--- src/rtl/exec_pkg.sv ---
// Shared constants and ALU opcode encoding for the execute/register/memory slice.
package exec_pkg;

    localparam int DEF_DATA_W    = 16;
    localparam int DEF_NREGS     = 8;
    localparam int DEF_MEM_WORDS = 8;
    localparam int ADDR_W        = 3;

    typedef enum logic [2:0] {
        ALU_ADD = 3'b000,
        ALU_SUB = 3'b001,
        ALU_NOT = 3'b010,
        ALU_SLL = 3'b011,
        ALU_SRL = 3'b100,
        ALU_AND = 3'b101,
        ALU_OR  = 3'b110,
        ALU_SLT = 3'b111
    } alu_op_e;

endpackage

--- src/rtl/exec_alu.sv ---
// Purely combinational ALU; add/sub wrap, shifts saturate to zero past the word width.
module exec_alu
    import exec_pkg::*;
#(
    parameter int DATA_W = DEF_DATA_W
) (
    input  logic [DATA_W-1:0] a,
    input  logic [DATA_W-1:0] b,
    input  alu_op_e           op,
    output logic [DATA_W-1:0] y,
    output logic              zero
);

    localparam int SHAMT_W = $clog2(DATA_W);

    logic               shift_big;
    logic [SHAMT_W-1:0] shamt;

    // Any set bit above the shift-amount field means the shift clears the word.
    assign shift_big = |b[DATA_W-1:SHAMT_W];
    assign shamt     = b[SHAMT_W-1:0];

    always_comb begin
        y = '0;
        unique case (op)
            ALU_ADD: y = a + b;
            ALU_SUB: y = a - b;
            ALU_NOT: y = ~a;
            ALU_SLL: y = shift_big ? '0 : (a << shamt);
            ALU_SRL: y = shift_big ? '0 : (a >> shamt);
            ALU_AND: y = a & b;
            ALU_OR:  y = a | b;
            ALU_SLT: y = {{(DATA_W-1){1'b0}}, (a < b)};
            default: y = '0;
        endcase
    end

    assign zero = (y == '0);

endmodule

--- src/rtl/exec_regmem_slice.sv ---
// Register file, ALU and small data memory; all state clears on synchronous reset.
module exec_regmem_slice
    import exec_pkg::*;
#(
    parameter int DATA_W    = DEF_DATA_W,
    parameter int NREGS     = DEF_NREGS,
    parameter int MEM_WORDS = DEF_MEM_WORDS
) (
    input  logic              clk,
    input  logic              rst,
    input  logic [ADDR_W-1:0] rd_addr_a,
    input  logic [ADDR_W-1:0] rd_addr_b,
    input  logic [ADDR_W-1:0] wr_addr,
    input  logic              reg_write,
    input  logic              alu_src,
    input  logic [DATA_W-1:0] imm,
    input  logic [2:0]        alu_ctrl,
    input  logic              mem_write,
    input  logic              mem_read,
    input  logic              mem_to_reg,
    output logic [DATA_W-1:0] rd_data_a,
    output logic [DATA_W-1:0] rd_data_b,
    output logic [DATA_W-1:0] alu_result,
    output logic              zero,
    output logic [DATA_W-1:0] mem_rdata,
    output logic [DATA_W-1:0] wb_data
);

    logic [DATA_W-1:0] regs_q [NREGS];
    logic [DATA_W-1:0] regs_d [NREGS];
    logic [DATA_W-1:0] mem_q  [MEM_WORDS];
    logic [DATA_W-1:0] mem_d  [MEM_WORDS];

    logic [DATA_W-1:0] alu_b;
    logic [ADDR_W-1:0] mem_addr;

    // Reads see the stored value only, so a same-cycle write is not bypassed.
    assign rd_data_a = regs_q[rd_addr_a];
    assign rd_data_b = regs_q[rd_addr_b];
    assign alu_b     = alu_src ? imm : rd_data_b;

    exec_alu #(
        .DATA_W(DATA_W)
    ) u_alu (
        .a    (rd_data_a),
        .b    (alu_b),
        .op   (alu_op_e'(alu_ctrl)),
        .y    (alu_result),
        .zero (zero)
    );

    assign mem_addr  = alu_result[ADDR_W-1:0];
    assign mem_rdata = mem_read ? mem_q[mem_addr] : '0;
    assign wb_data   = mem_to_reg ? mem_rdata : alu_result;

    generate
        for (genvar gi = 0; gi < NREGS; gi++) begin : g_reg_next
            always_comb begin
                regs_d[gi] = regs_q[gi];
                if (reg_write && (wr_addr == ADDR_W'(gi))) begin
                    regs_d[gi] = wb_data;
                end
            end
        end
        for (genvar gi = 0; gi < MEM_WORDS; gi++) begin : g_mem_next
            always_comb begin
                mem_d[gi] = mem_q[gi];
                if (mem_write && (mem_addr == ADDR_W'(gi))) begin
                    mem_d[gi] = rd_data_b;
                end
            end
        end
    endgenerate

    always_ff @(posedge clk) begin
        if (rst) begin
            for (int i = 0; i < NREGS; i++) begin
                regs_q[i] <= '0;
            end
            for (int i = 0; i < MEM_WORDS; i++) begin
                mem_q[i] <= '0;
            end
        end else begin
            regs_q <= regs_d;
            mem_q  <= mem_d;
        end
    end

endmodule

--- config.mk ---
export PLATFORM = sky130hd
export DESIGN_NAME = exec_regmem_slice
export DESIGN_NICKNAME = d
export VERILOG_FILES = /design/src/rtl/exec_pkg.sv /design/src/rtl/exec_alu.sv /design/src/rtl/exec_regmem_slice.sv
export SDC_FILE = /design/constraint.sdc
export NUM_CORES = 1
export LEC_CHECK = 0
export BUFFER_PORTS_ARGS = -buffer_cell sky130_fd_sc_hd__buf_4
export CAP_MARGIN = 0
export CORE_MARGIN = 5
export CORE_UTILIZATION = 50
export CTS_CLUSTER_SIZE = 12
export DETAILED_ROUTE_END_ITERATION = 16
export GPL_ROUTABILITY_DRIVEN = 0
export GPL_TIMING_DRIVEN = 0
export PLACE_DENSITY_LB_ADDON = 0.12
export SLEW_MARGIN = 20
export SYNTH_ARGS = -nofsm -noshare
export SYNTH_HDL_FRONTEND = slang
export SYNTH_SLANG_ARGS = --single-unit
--- constraint.sdc ---
create_clock -name clk -period 16.47 [get_ports clk]
set_clock_uncertainty 0.1 [all_clocks]
set_input_delay 2.4705 -clock clk [delete_from_list [all_inputs] [get_ports clk]]
set_output_delay 2.4705 -clock clk [all_outputs]
set_load 0.005 [all_outputs]
==> flow_summary.yaml <==
critical_path:
  arrival_ps: 9480
  worst-path-buf-inv: 9
  crit_path_max_fanout: 10
  r2r_start: "regs_q[34]$_SDFFE_PP0P_"
  slowest_stage: "o31ai_1"
  cp_top_family: "compound AO/OA/AOI/OAI gates"
  startpoint_type: "input port"
  cp.depth: 21
  endpoint_kind: "primary output"
  startpoint: "rd_addr_a[0]"
  crit_path_cell_trace: "buf_4, buf_1, buf_2, mux4_2, nand2_1, o221ai_1, inv_1, ha_1, inv_1, fa_1, nor2b_1, o31ai_1, o41ai_2, o31ai_4, inv_2, buf_4, buf_4, a211oi_2, nor3_1, a21oi_1, buf_4"
  reg2reg_depth: 21
  criticalPathCategory: "input port to primary output"
  worst_ep_required_time_ps: 13900
  critPathMaxStageDelay_ps: 840
  cp_common_cell: "buf_4"
floorplanning:
  pin_count: 116
  die_w_um: 196
  die_area_um2: 38300
  placementRows: 68
  core_um2: 34300
  fp.dieH_um: 196
  start_util: 0.503
timing:
  hold_viol_final: 0
  fin_crit_sh: 0.731
  finalMaxSlewViolations: 0
  relSlewSlack: 0.177
  setup_viol: 0
  rsz0062_at_grt: "no"
  holdWs_ps: 357
  fmax_mhz: 83.0
  worst_pin_slew_ps: 1230
  min_period_ps: 12050
  fin_setup_tns_ps: 0
detailed_routing:
  wl_per_cell_um: 27.2
  drt_iter0_drc: 2311
  drc: 0
  firstDrtPassIters: 9
  ant_nets: 0
  viasPerCell: 6.84
  routed_wl_mm: 72.2
  route.vias.total: 18100
yosys:
  ys_warn_count: 0
  synthFlopType: "dfxtp_1"
  synth_edf_count: 0
  synth_fp_nets: 2126
  synth_seq_cells: 256
  synth_cell_types: 102
  yosysSeqAreaShare: 0.297
  synth_top_area_cell: "dfxtp_1"
  synthCells: 2040
  ys_async_sr_fraction: 0
  avgSynthCellArea_um2: 8.46
  netlist_area_um2: 17200
  synth_area_leaders: "dfxtp_1 30%, mux4_2 6.5%, mux2i_1 6.4%, a21oi_1 6.2%, nor2_1 4.4%"
  synth_top_area_frac: 0.297
finish:
  finalNonFillerCells: 2654
  fin_util: 0.569
  final_cell_mix: "256 x dfxtp_1, 215 x a21oi_1, 202 x nor2_1"
  num_antenna_cells: 0
  final_common_cell: "dfxtp_1"
  drive_gt1_frac: 0.177
  layout.nets: 2263
  fillers: 3182
  area_delta_synth_final_pct: 13.1
run:
  cap_violations: 0
global_route:
  grt_pass1_vias: 17000
  grt_max_degree: 16
  grt_antenna_before_repair: 0
  grt.overflow.total: 0
  grtUsageTotal: 0.356
  grt_pass1_wl_mm: 106
placement:
  dp_hpwl_mm: 54.1
  port_buffers: 105
  placed_cells: 2600
cts:
  cts_tree: "done"
  postCtsSetupBuffers: 0
  cts-htree-levels: 1
  hold_buffers: 0
  cts_sinks: 256
  cts_resized: 0
  clk_pin_slew_worst_paths_ps: 60
  clock_latency_ps: 590
  clockBufferDepth: 3
  cts_buffers: 29
  root_buffer: "clkbuf_16"
pwr:
  p_per_area_nw_per_um2: 90.5
  p_total_w: 0.00177
  vdd_drop_max_v: 0.0000925
  p_leak_nw: 7.49
min_path:
  holdCritStartpoint: "mem_q[66]$_SDFFE_PP0P_"
  min_path_type: "register to register"
  hold_depth: 2
run_status:
  status: "complete, no violations"
==> report_power, final <==
part / switching [W] / leakage (nW) / internal, W
clock: 0.000275 / 0.452 / 0.000352
sequential: 0.0000150 / 2.08 / 0.000642
combinational: 0.000317 / 4.96 / 0.000164
==> routing by layer <==
metal	up-vias	GRT usage	wire, µm
met2	1318	0.538	30800
met1	8678	0.467	27700
met3	319	0.0939	8730
met4	0	0.194	4880
met5	-	0	0
li1	7833	-	-
==> worst min-delay path, cell delays in order, from the launching register on <==
cell and delay [ps]:
dfxtp_1 310, nand2_1 50, a21oi_1 50
==> metrics by stage <==
step | area (µm²) | setup slack, ps
3_3_place_gp | 18600 | 4810
3_5_place_dp | 18600 | 4790
6_report | 19500 | 4420
4_1_cts | 19500 | 4760
2_1_floorplan | 17200 | 6660
5_1_grt | 19500 | 4310
==> kinds of logic after synthesis <==
family / count (synthesis) / synth area share
AO/OA/AOI/OAI: 706 / 0.284
XOR/XNOR: 11 / 0.00559
adder cells (fa/ha/maj): 51 / 0.0379
buffers and inverters: 255 / 0.0685
flip-flops: 256 / 0.297
multiplexers: 197 / 0.156
AND/OR/NAND/NOR: 564 / 0.151
==> cell usage after synthesis, types with 8 or more instances <==
cell type,count
mux2i_1,110
a221oi_4,10
a221oi_1,13
or2_2,11
a31oi_1,14
xnor2_1,8
a311oi_1,9
a21o_1,8
dfxtp_1,256
nor2b_1,12
nand4_1,8
inv_1,72
nand2b_1,16
a21oi_1,215
nor3_1,27
nand3_1,43
o21ai_1,9
a221oi_2,10
buf_6,12
o221ai_1,15
o211ai_1,23
buf_4,24
clkbuf_1,97
a22oi_1,22
buf_2,35
o21a_1,8
a211oi_1,88
and2_1,15
or3_1,9
ha_1,49
mux2_2,29
mux4_2,50
nand2_1,176
o22ai_1,21
nor2_1,202
inv_2,9
o21ai_0,148
==> registers in the layout (all words and copies together), names as in the netlist <==
| register | cells |
|---|---|
| regs_q | 128 |
| mem_q | 128 |
==> cell type report <==
type	count	area [µm²]	share of cell area
clock buffers	44	842	0.0431
inverters	82	308	0.0158
flip-flops and latches	256	5120	0.263
well taps	455	569	0.0292
multi-input cells	1529	10900	0.561
clock inverters	9	60.1	0.00308
plain buffers	173	873	0.0447
repair buffers	106	796	0.0408
==> worst paths after layout <==
| check | endpoint | slack [ps] |
|---|---|---|
| max | wb_data[14] | 4420 |
| min | mem_q[66]$_SDFFE_PP0P_ | 360 |
| min reg2reg | mem_q[66]$_SDFFE_PP0P_ | 360 |
| max reg2reg | regs_q[10]$_SDFFE_PP0P_ | 9780 |
Power figures use the tool's default switching activity.
